==> src/rtl/uart_io_pkg.sv <==
// -----------------------------------------------------------------------------
// lib_uart: shared types and constants for the uart_io byte I/O responder.
//   TX_STATE    : transmit FSM states
//   RX_STATE    : receive FSM states
//   CLK_PER_BIT : default clock cycles per UART bit
//   fn_cnt_w    : bit-timer counter width for a given cycles-per-bit value
// -----------------------------------------------------------------------------
package lib_uart;

   localparam int unsigned CLK_PER_BIT = 868;

   typedef enum logic [1:0] {
      T_IDLE,
      T_START,
      T_DATA,
      T_STOP
   } TX_STATE;

   typedef enum logic [2:0] {
      R_IDLE,
      R_START,
      R_DATA,
      R_STOP,
      R_WAIT
   } RX_STATE;

   // Width needed to hold 0 .. cpb-1; never below one bit.
   function automatic int unsigned fn_cnt_w(input int unsigned cpb);
      return (cpb > 1) ? $clog2(cpb) : 1;
   endfunction

endpackage

==> src/rtl/uart_rx_core.sv <==
// -----------------------------------------------------------------------------
// uart_rx_core: 8N1 UART receiver.
//   clk          : system clock, rising edge
//   rst_n        : asynchronous active-low reset
//   uart_rx_i    : serial input, asynchronous to clk
//   rx_byte_o    : assembled byte, valid while rx_valid_o is high
//   rx_valid_o   : one-cycle pulse on a correctly framed byte (stop bit = 1)
// The line is double-flopped before use. A start edge is confirmed at mid-bit,
// then data and stop are sampled every CLK_PER_BIT cycles from there.
// -----------------------------------------------------------------------------
module uart_rx_core
   import lib_uart::*;
#(
   parameter int unsigned CLK_PER_BIT = lib_uart::CLK_PER_BIT
) (
   input  logic       clk,
   input  logic       rst_n,
   input  logic       uart_rx_i,
   output logic [7:0] rx_byte_o,
   output logic       rx_valid_o
);

   localparam int unsigned HALF_BIT = CLK_PER_BIT / 2;
   localparam int unsigned CntW     = fn_cnt_w(CLK_PER_BIT);
   localparam logic [CntW-1:0] CntMax  = CntW'(CLK_PER_BIT - 1);
   localparam logic [CntW-1:0] HalfMax = CntW'(HALF_BIT - 1);

   logic [1:0]      sync_q;
   logic            rx_s;
   RX_STATE         rx_state_q;
   logic [CntW-1:0] rx_cnt_q;
   logic [2:0]      rx_idx_q;
   logic [7:0]      rx_shift_q;

   assign rx_s = sync_q[1];

   // Synchroniser resets to the idle line level so reset never looks like a start bit.
   always_ff @(posedge clk or negedge rst_n) begin
      if (!rst_n) begin
         sync_q <= 2'b11;
      end else begin
         sync_q <= {sync_q[0], uart_rx_i};
      end
   end

   always_ff @(posedge clk or negedge rst_n) begin
      if (!rst_n) begin
         rx_state_q <= R_IDLE;
         rx_cnt_q   <= '0;
         rx_idx_q   <= '0;
         rx_shift_q <= '0;
      end else begin
         case (rx_state_q)
            R_IDLE: begin
               if (!rx_s) begin
                  rx_state_q <= R_START;
                  rx_cnt_q   <= '0;
               end
            end
            R_START: begin
               if (rx_cnt_q == HalfMax) begin
                  rx_cnt_q <= '0;
                  rx_idx_q <= '0;
                  // Line high again at mid start bit means it was only a glitch.
                  rx_state_q <= rx_s ? R_IDLE : R_DATA;
               end else begin
                  rx_cnt_q <= rx_cnt_q + CntW'(1);
               end
            end
            R_DATA: begin
               if (rx_cnt_q == CntMax) begin
                  rx_cnt_q   <= '0;
                  rx_shift_q <= {rx_s, rx_shift_q[7:1]};
                  if (rx_idx_q == 3'd7) begin
                     rx_state_q <= R_STOP;
                  end else begin
                     rx_idx_q <= rx_idx_q + 3'd1;
                  end
               end else begin
                  rx_cnt_q <= rx_cnt_q + CntW'(1);
               end
            end
            R_STOP: begin
               if (rx_cnt_q == CntMax) begin
                  rx_cnt_q   <= '0;
                  rx_state_q <= rx_s ? R_IDLE : R_WAIT;
               end else begin
                  rx_cnt_q <= rx_cnt_q + CntW'(1);
               end
            end
            R_WAIT: begin
               // Framing error: hold off until the line is back at idle.
               if (rx_s) begin
                  rx_state_q <= R_IDLE;
               end
            end
            default: begin
               rx_state_q <= R_IDLE;
               rx_cnt_q   <= '0;
            end
         endcase
      end
   end

   // Valid on the stop-sample cycle so the consumer captures on that same edge.
   assign rx_valid_o = (rx_state_q == R_STOP) && (rx_cnt_q == CntMax) && rx_s;
   assign rx_byte_o  = rx_shift_q;

endmodule

==> src/rtl/uart_io.sv <==
// -----------------------------------------------------------------------------
// uart_io: CPU-side byte I/O responder with an 8N1 UART.
//   clk        : system clock, rising edge
//   rst_n      : asynchronous active-low reset
//   w_req_i    : CPU write strobe (one-cycle pulse)
//   w_data_i   : byte to transmit, valid with w_req_i
//   w_busy_o   : transmitter occupied; writes while high are dropped
//   r_data_o   : last correctly framed received byte
//   intr_o     : receive interrupt request (level)
//   ack_i      : interrupt acknowledge (one-cycle pulse)
//   uart_tx_o  : serial output, idle high
//   uart_rx_i  : serial input, asynchronous to clk
// -----------------------------------------------------------------------------
module uart_io
   import lib_uart::*;
#(
   parameter int unsigned CLK_PER_BIT = lib_uart::CLK_PER_BIT
) (
   input  logic       clk,
   input  logic       rst_n,
   input  logic       w_req_i,
   input  logic [7:0] w_data_i,
   output logic       w_busy_o,
   output logic [7:0] r_data_o,
   output logic       intr_o,
   input  logic       ack_i,
   output logic       uart_tx_o,
   input  logic       uart_rx_i
);

   localparam int unsigned CntW = fn_cnt_w(CLK_PER_BIT);
   localparam logic [CntW-1:0] CntMax = CntW'(CLK_PER_BIT - 1);

   TX_STATE         tx_state_q;
   logic [CntW-1:0] tx_cnt_q;
   logic [2:0]      tx_idx_q;
   logic [7:0]      tx_shift_q;
   logic            uart_tx_q;
   logic            w_busy_q;

   logic [7:0]      rx_byte;
   logic            rx_valid;
   logic [7:0]      r_data_d, r_data_q;
   logic            intr_d, intr_q;

   // ---------------------------------------------------------------------------
   // Transmit FSM: line and busy are registered so they change on the same edges
   // as the state.
   // ---------------------------------------------------------------------------
   always_ff @(posedge clk or negedge rst_n) begin
      if (!rst_n) begin
         tx_state_q <= T_IDLE;
         tx_cnt_q   <= '0;
         tx_idx_q   <= '0;
         tx_shift_q <= '0;
         uart_tx_q  <= 1'b1;
         w_busy_q   <= 1'b0;
      end else begin
         case (tx_state_q)
            T_IDLE: begin
               if (w_req_i) begin
                  tx_shift_q <= w_data_i;
                  tx_cnt_q   <= '0;
                  uart_tx_q  <= 1'b0;
                  w_busy_q   <= 1'b1;
                  tx_state_q <= T_START;
               end
            end
            T_START: begin
               if (tx_cnt_q == CntMax) begin
                  tx_cnt_q   <= '0;
                  tx_idx_q   <= '0;
                  uart_tx_q  <= tx_shift_q[0];
                  tx_state_q <= T_DATA;
               end else begin
                  tx_cnt_q <= tx_cnt_q + CntW'(1);
               end
            end
            T_DATA: begin
               if (tx_cnt_q == CntMax) begin
                  tx_cnt_q <= '0;
                  if (tx_idx_q == 3'd7) begin
                     uart_tx_q  <= 1'b1;
                     tx_state_q <= T_STOP;
                  end else begin
                     tx_idx_q   <= tx_idx_q + 3'd1;
                     tx_shift_q <= {1'b0, tx_shift_q[7:1]};
                     uart_tx_q  <= tx_shift_q[1];
                  end
               end else begin
                  tx_cnt_q <= tx_cnt_q + CntW'(1);
               end
            end
            T_STOP: begin
               if (tx_cnt_q == CntMax) begin
                  tx_cnt_q   <= '0;
                  w_busy_q   <= 1'b0;
                  tx_state_q <= T_IDLE;
               end else begin
                  tx_cnt_q <= tx_cnt_q + CntW'(1);
               end
            end
            default: begin
               tx_state_q <= T_IDLE;
               tx_cnt_q   <= '0;
               uart_tx_q  <= 1'b1;
               w_busy_q   <= 1'b0;
            end
         endcase
      end
   end

   assign uart_tx_o = uart_tx_q;
   assign w_busy_o  = w_busy_q;

   // ---------------------------------------------------------------------------
   // Receive path
   // ---------------------------------------------------------------------------
   uart_rx_core #(
      .CLK_PER_BIT(CLK_PER_BIT)
   ) u_rx (
      .clk       (clk),
      .rst_n     (rst_n),
      .uart_rx_i (uart_rx_i),
      .rx_byte_o (rx_byte),
      .rx_valid_o(rx_valid)
   );

   // New bytes overwrite unconditionally; a set outranks a same-cycle ack.
   always_comb begin
      r_data_d = r_data_q;
      intr_d   = intr_q;
      if (rx_valid) begin
         r_data_d = rx_byte;
         intr_d   = 1'b1;
      end else if (ack_i) begin
         intr_d = 1'b0;
      end
   end

   always_ff @(posedge clk or negedge rst_n) begin
      if (!rst_n) begin
         r_data_q <= 8'h00;
         intr_q   <= 1'b0;
      end else begin
         r_data_q <= r_data_d;
         intr_q   <= intr_d;
      end
   end

   assign r_data_o = r_data_q;
   assign intr_o   = intr_q;

endmodule

==> config.mk <==
export PLATFORM = sky130hd
export DESIGN_NAME = uart_io
export DESIGN_NICKNAME = d
export VERILOG_FILES = /design/src/rtl/uart_io_pkg.sv /design/src/rtl/uart_rx_core.sv /design/src/rtl/uart_io.sv
export SDC_FILE = /design/constraint.sdc
export NUM_CORES = 1
export LEC_CHECK = 0
export CAP_MARGIN = 20
export CORE_MARGIN = 2
export CORE_UTILIZATION = 45
export DETAILED_ROUTE_END_ITERATION = 6
export GPL_ROUTABILITY_DRIVEN = 1
export PLACE_DENSITY_LB_ADDON = 0.05
export SYNTH_ARGS = -nofsm -noshare
export SYNTH_HDL_FRONTEND = slang
export SYNTH_SLANG_ARGS = --single-unit
==> constraint.sdc <==
create_clock -name clk -period 2.65 [get_ports clk]
set_input_delay 0.53 -clock clk [delete_from_list [all_inputs] [get_ports clk]]
set_output_delay 0.53 -clock clk [all_outputs]
set_load 0.02 [all_outputs]
# == Yosys cells after proc, flatten, opt, wreduce, memory -nomap -nowiden ==
# Cells that the tools add are included.
# classes
n_addsub,4
eq_ne,25
mux,44
n_bitwise,1
n_reduce_logical,21
# ops
op,count
2-to-1 mux 10 bit,5
one-hot mux 10 bit (4 select lines),1
2-to-1 mux 3 bit,13
2-to-1 mux 8 bit,3
"adder 10 x 1 -> 10 bit, second input constant",2
"== test 10 bit, second input constant",2
one-hot mux 10 bit (2 select lines),1
"inequality test 2 bit, second input constant",8
one-hot mux 8 bit (2 select lines),1
AND reduction 4 bit,4
one-hot mux 3 bit (5 select lines),1
2-to-1 mux 2 bit,6
one-hot mux 3 bit (2 select lines),2
"== test 10 x 9 -> 1 bit, second input constant",1
"inequality test 2 x 1 -> 1 bit, second input constant",5
nonzero test 2 bit,5
"== test 3 bit, second input constant",3
2-to-1 mux 1 bit,8
one-hot mux 2 bit (4 select lines),1
"adder 3 x 1 -> 3 bit, second input constant",2
"== test 3 x 2 -> 1 bit, second input constant",2
AND reduction 6 bit,1
AND reduction 5 bit,1
"== test 2 bit, second input constant",2
13 further kinds,15
# totals
reg_bits,60
inputBits,13
out_inout_bits,11
elab_cells,108

# == Depth between registers and ports, before layout ==
# Gate-level depths: netlist of run 1.
# logic_depth
depth_word,4
mapped_depth,7
depth_no_buf,6

# == Cells and area by module ==
# A second synthesis of run 1 with hierarchy kept.
# hier_totals
cells_unflattened,265
area_unflattened_um2,3115.5
# modules_own_cells
mod,instances,cells_each,area_per_inst_um2,seq_area_each_um2
uart_io,1,153,1809.2,852.1
uart_rx_core,1,112,1306.3,653.1

# == Least setup slack after synthesis of run 1 ==
# No wires, ideal clock.
# synth_timing
kind,register -> register
from,register tx_state_q[0]
to,register tx_state_q[0]
setup_ps,125
arrival_time_ps,1686
required_ps,2525
setup_slack_ps,839
stages_incl_launch_ff,6
period_less_slack_ps,1811
cell_sequence,dfrtp_1 > inv_1 > ha_1 > or3_1 > a221oi_2 > mux2_2
# synth_between
elab_chain_len,3
elab_cells_between_ends,11
cone_classes,8 x eq/ne; 1 x mux; 2 x reduce/logical
# synth_rtl
element,line_no,rtl
from (decl),uart_io.sv:34,TX_STATE tx_state_q;
from (signal assigned),uart_io.sv:52,tx_state_q <= T_IDLE;
from (signal assigned),uart_io.sv:66,tx_state_q <= T_START;
from (signal assigned),uart_io.sv:74,tx_state_q <= T_DATA;
"== test 2 bit, or another cell as far along",uart_io.sv:59,case (tx_state_q)
inequality test 2 bit (no source line),-,
AND reduction 5 bit (no source line),-,
# Several ways; a longest one is shown, not always the timed one.
# A chain may end at the register's enable or synchronous reset.

# == Worst setup path in the final report of run 1 ==
# layout_timing
from,register uart_tx_q (netlist: uart_tx_o)
to,output uart_tx_o
# layout_lines
element,line_no,rtl
from (decl),uart_io.sv:38,logic uart_tx_q;
from (signal assigned),uart_io.sv:73,uart_tx_q <= tx_shift_q[0];
from (signal assigned),uart_io.sv:88,uart_tx_q <= tx_shift_q[1];
to (decl),uart_io.sv:27,"output logic uart_tx_o,"
# No word-level cell between the ends.

==> results by group, run 1 <==
Status
  • Status: finished clean

Finish
  • Util after Layout: 53.6%
  • Share of layout cells above drive strength 1: 21.6%
  • Layout area overhead: 16.8%
  • Finished Layout Cells: 446
  • Commonest non-fill, non-tap cell in the layout: dfrtp_1
  • Nets: 366
  • Most frequent cells in the layout: 57 x dfrtp_1, 25 x nand2_1, 24 x nor2_1, 22 x inv_1, 22 x clkdlybuf4s50_1
  • Number of diodes: 0

Power and ir drop
  • Switch Pwr: 972 uW
  • Pwr dens: 746 nW/um2
  • Combinational Power Share: 31.6%
  • Clk pwr share: 29.5%
  • Seq pwr share: 38.8%
  • Switching Fraction: 34.1%
  • Int Power: 1880 uW
  • P_leak: 0.00172 uW
  • Worst vdd ir: 0.559 mV

Setup path
  • Crit path capture: uart_tx_o
  • Slowest stage cell on the critical path: clkdlybuf4s50_1
  • Stages on the worst setup path: 1
  • Cell class contributing the biggest share of worst-path delay: buffers and inverters
  • Crit-path cells: clkdlybuf4s50_1
  • Origin of the critical flop-to-flop path: tx_state_q[0]
  • R2R depth: 5
  • Flop2flop setup slack: 0.66 ns
  • CP startpoint kind: register
  • Max incr delay on CP: 0.61 ns
  • WP buf/inv: 1
  • WP data required: 2.12 ns
  • WS Path Type: reg -> out
  • Setup crit end kind: output pin
  • CP startpoint: uart_tx_o
  • Crit path DAT: 1.48 ns
  • CP max FO: 2
  • R2r endpoint: tx_state_q[1]

Synth
  • Sequential area share after synthesis: 45.9%
  • Synth area leaders: dfrtp_1 44%, mux2_2 7.2%, ha_1 4.2%
  • Avg Inst Size Synth: 10.5 um2
  • FF+latch count, synth: 60
  • Distinct cells, synth: 59
  • Syn Inst Count: 312
  • Post-synth EDFFs: 0
  • Ys flop type: dfrtp_1
  • Synth async-reset ratio: 100%
  • Post-synth top area share: 43.5%
  • Cell taking the most area after synthesis: dfrtp_1
  • Mapped cell area: 3280 um2
  • Synthesis Warnings: 0
  • Syn nets: 336

STA
  • Fmax: 499 MHz
  • Final period utilization: 75.7%
  • Final Setup Violations: 0
  • RSZ-0062 raised after global routing: false
  • Max-slew violations: 0
  • Final Hold Fails: 0
  • Clock Skew: 0.0104 ns
  • Final min period: 2.01 ns
  • Worst relative slew slack: 64.0%
  • Hold slack: 0.198 ns
  • Setup TNS: 0 ns
  • Slew of the pin with the lowest slew margin: 0.533 ns
  • Worst setup margin: 0.644 ns

Job
  • MaxCap Viol Count: 0

Detailed routing
  • Via Count: 2416
  • Iter 0 DRT Violations: 124
  • Number of routed nets with antenna violations: 0
  • DR pass1 iterations: 4
  • Final Routed Wirelength: 6300 um
  • Number of remaining DRC errors: 0
  • Wire length per cell: 14.1 um
  • Vias per cell: 5.42

Placement
  • DP Worst Slack: 0.638 ns
  • Port buffer count: 23
  • Placed insts: 430
  • Detailed placer's ending HPWL: 4300 um
  • Routability congestion estimate from global placement: 0.773

Global route
  • Largest net degree at the start of global routing: 32
  • Gr ovfl total: 0
  • Global-route wire length before repair: 10600 um
  • Vias in the first global route: 2219
  • Global Route Usage Sum: 16.9%
  • Initial antenna violation count: 0

Floorplanning
  • Starting density of the core: 45.9%
  • Core Region: 7140 um2
  • Core Rows: 31
  • Io pins: 24
  • Die Area: 7980 um2
  • Die Span Y: 89.3 um
  • Die width: 89.3 um

Worst hold path
  • Worst hold path type: in -> async

Clock network
  • CTS tree: done
  • Post-CTS setup buffer count: 0
  • CTS H-Tree Depth: 3
  • Clock sinks: 60
  • Clock transition at the registers of the reported paths: 0.08 ns
  • Hold Buf Count CTS: 0
  • Num CTS Buffers: 9
  • Resized cells post-CTS: 0
  • Max Buffers Root-to-Sink: 2
  • CTS Root Cell: clkbuf_8
  • Worst-skew pair later-pin latency: 0.34 ns
==> cells by family (layout without fill, tap and decap cells) <==
group | after synthesis | count (layout) | share of synthesized area (%)
AND/OR/NAND/NOR | 101 | 101 | 17.4
AO/OA/AOI/OAI | 78 | 78 | 19.2
flip-flops | 60 | 60 | 45.9
buffers and inverters | 37 | 72 | 4.96
multiplexers | 23 | 23 | 7.83
adder cells (fa/ha/maj) | 11 | 11 | 4.20
XOR/XNOR | 2 | 2 | 0.535
==> layer usage <==
metal	vias to the layer above	wire, um	global-route usage, %
met4	0	53	4.88
li1	1203	-	-
met1	1169	3190	24.0
met2	37	2860	25.9
met3	7	197	3.97
met5	-	0	0
==> Yosys cell counts, types with 2 or more instances <==
cell	n
nor2_1	24
nand3_1	8
a211oi_1	3
nor4_1	2
o211ai_1	2
mux2_2	21
buf_6	2
a221oi_2	8
o31ai_1	3
clkbuf_1	6
ha_1	11
or2_2	4
buf_2	6
inv_1	22
nor2b_1	7
o21ai_0	15
nand4_1	3
dfstp_2	3
a41oi_1	2
a22o_1	10
and2_1	3
a22oi_1	4
or3_1	4
mux2i_1	2
and3_1	4
nor3_1	2
a32o_1	7
a21oi_1	9
a31oi_1	2
xor2_1	2
dfrtp_1	57
o22ai_1	3
nand2_1	25
==> metrics by stage <==
stage          cell area [um2]  power (uW)
4_1_cts                   3830        2880
3_5_place_dp              3630        2030
3_3_place_gp              3630        2030
6_report                  3830        2850
2_1_floorplan             3280        1800
5_1_grt                   3830        3040
==> worst min path at each step <==
stage	from	to	slack [ns]	depth (start not counted)
after floorplan	rst_n	intr_o	0.23	0
after global placement	u_rx.sync_q[0]	u_rx.sync_q[1]	0.35	0
after detailed placement	u_rx.sync_q[0]	u_rx.sync_q[1]	0.35	0
after CTS	rst_n	u_rx.rx_cnt_q[9]	0.21	2
after global routing	rst_n	u_rx.rx_cnt_q[9]	0.22	2
final	rst_n	u_rx.rx_cnt_q[9]	0.20	2
==> flip-flops by register name, summed over array words and instances (netlist names) <==
signal,count
intr_o,1
u_rx.rx_idx_q,3
tx_cnt_q,10
u_rx.sync_q,2
u_rx.rx_cnt_q,10
tx_idx_q,3
u_rx.rx_state_q,3
tx_shift_q,8
w_busy_o,1
uart_tx_o,1
u_rx.rx_byte_o,8
tx_state_q,2
r_data_o,8
==> power groups by stage <==
stage | Combinational, uW | Sequential (uW) | Clock [uW]
final | 902 | 1110 | 843
after global routing | 999 | 1120 | 914
after CTS | 911 | 1110 | 867
after detailed placement | 909 | 1120 | 0
after global placement | 902 | 1120 | 0
after floorplan | 683 | 1120 | 0
==> final cells by class <==
class	instances	area, um2
Multi-Input combinational cell	215	1610
Tap cell	99	124
Sequential cell	60	1510
Timing Repair Buffer	34	308
Fill cell	689	3310
Clock inverter	7	75.1
Inverter	22	82.6
Clock buffer	9	124
Power figures use the tool's default switching activity.
==> run 2, diff against run 1 <==
==> constraint.sdc (replaced) <==
create_clock -name clk -period 1.95 [get_ports clk]
set_input_delay 0.39 -clock clk [delete_from_list [all_inputs] [get_ports clk]]
set_output_delay 0.39 -clock clk [all_outputs]
set_load 0.02 [all_outputs]
==> results by group, run 2 (same netlist as run 1, synthesis figures left out) <==
Status
  • Status: finished clean (unchanged)

STA
  • Final Hold Fails: 0 (unchanged)
  • Final min period: 1.92 ns
  • Fmax: 522 MHz
  • Clock Skew: 0.0186 ns (was 0.0104 ns)
  • Max-slew violations: 0 (unchanged)
  • RSZ-0062 raised after global routing: true (was false)
  • Worst relative slew slack: 68.2% (was 64.0%)
  • Slew of the pin with the lowest slew margin: 0.477 ns (was 0.533 ns)
  • Final Setup Violations: 0 (unchanged)
  • Final period utilization: 98.2%
  • Hold slack: 0.0152 ns (was 0.198 ns)
  • Setup TNS: 0 ns (unchanged)

Detailed routing
  • Number of remaining DRC errors: 0 (unchanged)
  • DR WL met2: 3120 um (was 2860 um)
  • Vias per cell: 5.37 (was 5.42)
  • Via Count: 2460 (was 2416)
  • Final Routed Wirelength: 6540 um (was 6300 um)
  • Metal-1 WL: 3150 um (was 3190 um)
  • Top routing layer used: met4 (unchanged)
  • Number of routed nets with antenna violations: 0 (unchanged)
  • DR pass1 iterations: 4 (unchanged)
  • Iter 0 DRT Violations: 98 (was 124)
  • Wire length per cell: 14.3 um (was 14.1 um)
  • Met3 WL: 147 um (was 197 um)

Power and ir drop
  • Clk pwr share: 30.9% (was 29.5%)
  • Worst vdd ir: 0.780 mV (was 0.559 mV)
  • Final Power: 4130 uW (was 2850 uW)
  • Pwr dens: 1040 nW/um2 (was 746 nW/um2)
  • Switching Fraction: 32.7% (was 34.1%)
  • Seq pwr share: 36.0% (was 38.8%)
  • Int Power: 2780 uW (was 1880 uW)
  • Combinational Power Share: 33.1% (was 31.6%)
  • Switch Pwr: 1350 uW (was 972 uW)
  • P_leak: 0.00178 uW (was 0.00172 uW)

Floorplanning
  • Die width: 89.3 um (unchanged)
  • Core Rows: 31 (unchanged)
  • Die Span Y: 89.3 um (unchanged)
  • Starting density of the core: 45.9% (unchanged)
  • Io pins: 24 (unchanged)
  • Die Area: 7980 um2 (unchanged)
  • Core Region: 7140 um2 (unchanged)

Global route
  • Largest net degree at the start of global routing: 37 (was 32)
  • Vias in the first global route: 2384 (was 2219)
  • Global Route Usage Sum: 18.4% (was 16.9%)
  • Global-route wire length before repair: 11300 um (was 10600 um)
  • Gr ovfl total: 0 (unchanged)
  • Initial antenna violation count: 0 (unchanged)

Setup path
  • Flop2flop setup slack: 0.03 ns (was 0.66 ns)
  • CP startpoint kind: register (unchanged)
  • Slowest stage cell on the critical path: dfrtp_1 (was clkdlybuf4s50_1)
  • Crit-path cells: buf_4, ha_1, or3_1, a221oi_2, mux2_2 (was clkdlybuf4s50_1)
  • CP max FO: 4 (was 2)
  • Crit path DAT: 2.14 ns (was 1.48 ns)
  • Max incr delay on CP: 0.41 ns (was 0.61 ns)
  • R2R depth: 5 (unchanged)
  • R2r endpoint: tx_state_q[1] (unchanged)
  • WP data required: 2.18 ns (was 2.12 ns)
  • Origin of the critical flop-to-flop path: tx_state_q[0] (unchanged)
  • WS Path Type: reg -> reg (was reg -> out)
  • Setup crit end kind: register (was output pin)

Clock network
  • Clock sinks: 60 (unchanged)
  • Clock transition at the registers of the reported paths: 0.09 ns (was 0.08 ns)
  • Max Buffers Root-to-Sink: 2 (unchanged)
  • CTS tree: done (unchanged)
  • CTS H-Tree Depth: 3 (unchanged)
  • Num CTS Buffers: 9 (unchanged)
  • CTS Root Cell: clkbuf_8 (unchanged)
  • Worst-skew pair later-pin latency: 0.35 ns (was 0.34 ns)

Worst hold path
  • Worst hold path type: in -> async (unchanged)

Finish
  • Commonest non-fill, non-tap cell in the layout: dfrtp_1 (unchanged)
  • Most frequent cells in the layout: 56 x dfrtp_1, 25 x nand2_1, 23 x nor2_1, 23 x buf_4 (was 57 x dfrtp_1, 25 x nand2_1, 24 x nor2_1, 22 x inv_1, 22 x clkdlybuf4s50_1)
  • Number of diodes: 0 (unchanged)
  • Finished Layout Cells: 458 (was 446)
  • Share of layout cells above drive strength 1: 25.9% (was 21.6%)
  • Register area: 1510 um2 (about the same)
  • Multi-input logic area: 1630 um2 (was 1610 um2)
  • Filler Cells Inserted: 657 (was 689)
  • Largest regs: tx_cnt_q: 10 flops, u_rx.rx_cnt_q: 10 flops (unchanged)
  • Layout area overhead: 21.0% (was 16.8%)
  • Nets: 378 (was 366)

Placement
  • Placed insts: 441 (was 430)
  • Routability congestion estimate from global placement: 0.758 (was 0.773)
  • Detailed placer's ending HPWL: 4470 um (was 4300 um)
  • Port buffer count: 23 (unchanged)

Job
  • MaxCap Viol Count: 0 (unchanged)
==> run 2: repair_timing <==
item                       in CTS  in global routing
gates resized for setup         0                  7
cloned                          0                  0
hold buffers                    0                  0
setup buffers                   0                  1
pin swaps                       1                  0
setup endpoints to repair       2                 18
==> run 2: routing by layer <==
| metal | up-vias | GRT usage [%] |
|---|---|---|
| met1 | 1184 | 25.3 |
| li1 | 1232 | - |
| met5 | - | 0 |
| met2 | 32 | 28.1 |
| met4 | 0 | 6.51 |
| met3 | 12 | 4.71 |
==> run 2: worst max path at each step <==
| stage | from | endpoint | slack, ns | cells after the start |
|---|---|---|---|---|
| 3_5_place_dp | tx_state_q[0] | tx_state_q[0] | 0.007 | 5 |
| 2_1_floorplan | tx_state_q[0] | tx_state_q[0] | 0.14 | 5 |
| 6_report | tx_state_q[0] | tx_state_q[1] | 0.03 | 5 |
| 3_3_place_gp | tx_state_q[0] | tx_state_q[0] | 0.06 | 5 |
| 5_1_grt | tx_state_q[0] | tx_state_q[0] | -0.03 | 5 |
| 4_1_cts | tx_state_q[0] | tx_state_q[1] | 0.003 | 5 |
==> run 2: stage by stage <==
step                util (%)  setup slack (ns)  cell area, um2
finish                  55.5            0.0343            3960
global route            55.5           -0.0276            3960
CTS                     55.1           0.00270            3930
detailed placement      52.0           0.00739            3710
global placement        52.0            0.0632            3710
floorplan                  -             0.139            3280
==> run 2: power groups by stage <==
stage | clock network [uW] | registers, uW | logic [uW]
2_1_floorplan | 0 | 1520 | 928
3_3_place_gp | 0 | 1510 | 1330
3_5_place_dp | 0 | 1510 | 1340
4_1_cts | 1320 | 1490 | 1350
5_1_grt | 1370 | 1500 | 1510
6_report | 1280 | 1490 | 1370
==> run 2: area by class of cell <==
| cell class | instances | share of cell area, % |
|---|---|---|
| Multi-Input combinational cell | 215 | 41.1 |
| Sequential cell | 60 | 38.0 |
| Timing Repair Buffer | 46 | 10.0 |
| Clock buffer | 9 | 3.13 |
| Tap cell | 99 | 3.13 |
| Clock inverter | 7 | 2.49 |
| Inverter | 22 | 2.08 |
==> run 2: worst max-delay path, delay by kind of cell (launching register included) <==
kind	cells	cell delay [ns]
flip-flops	1	0.41
multiplexers	1	0.37
AND/OR/NAND/NOR	1	0.33
AO/OA/AOI/OAI	1	0.32
adder cells (fa/ha/maj)	1	0.22
buffers and inverters	1	0.14
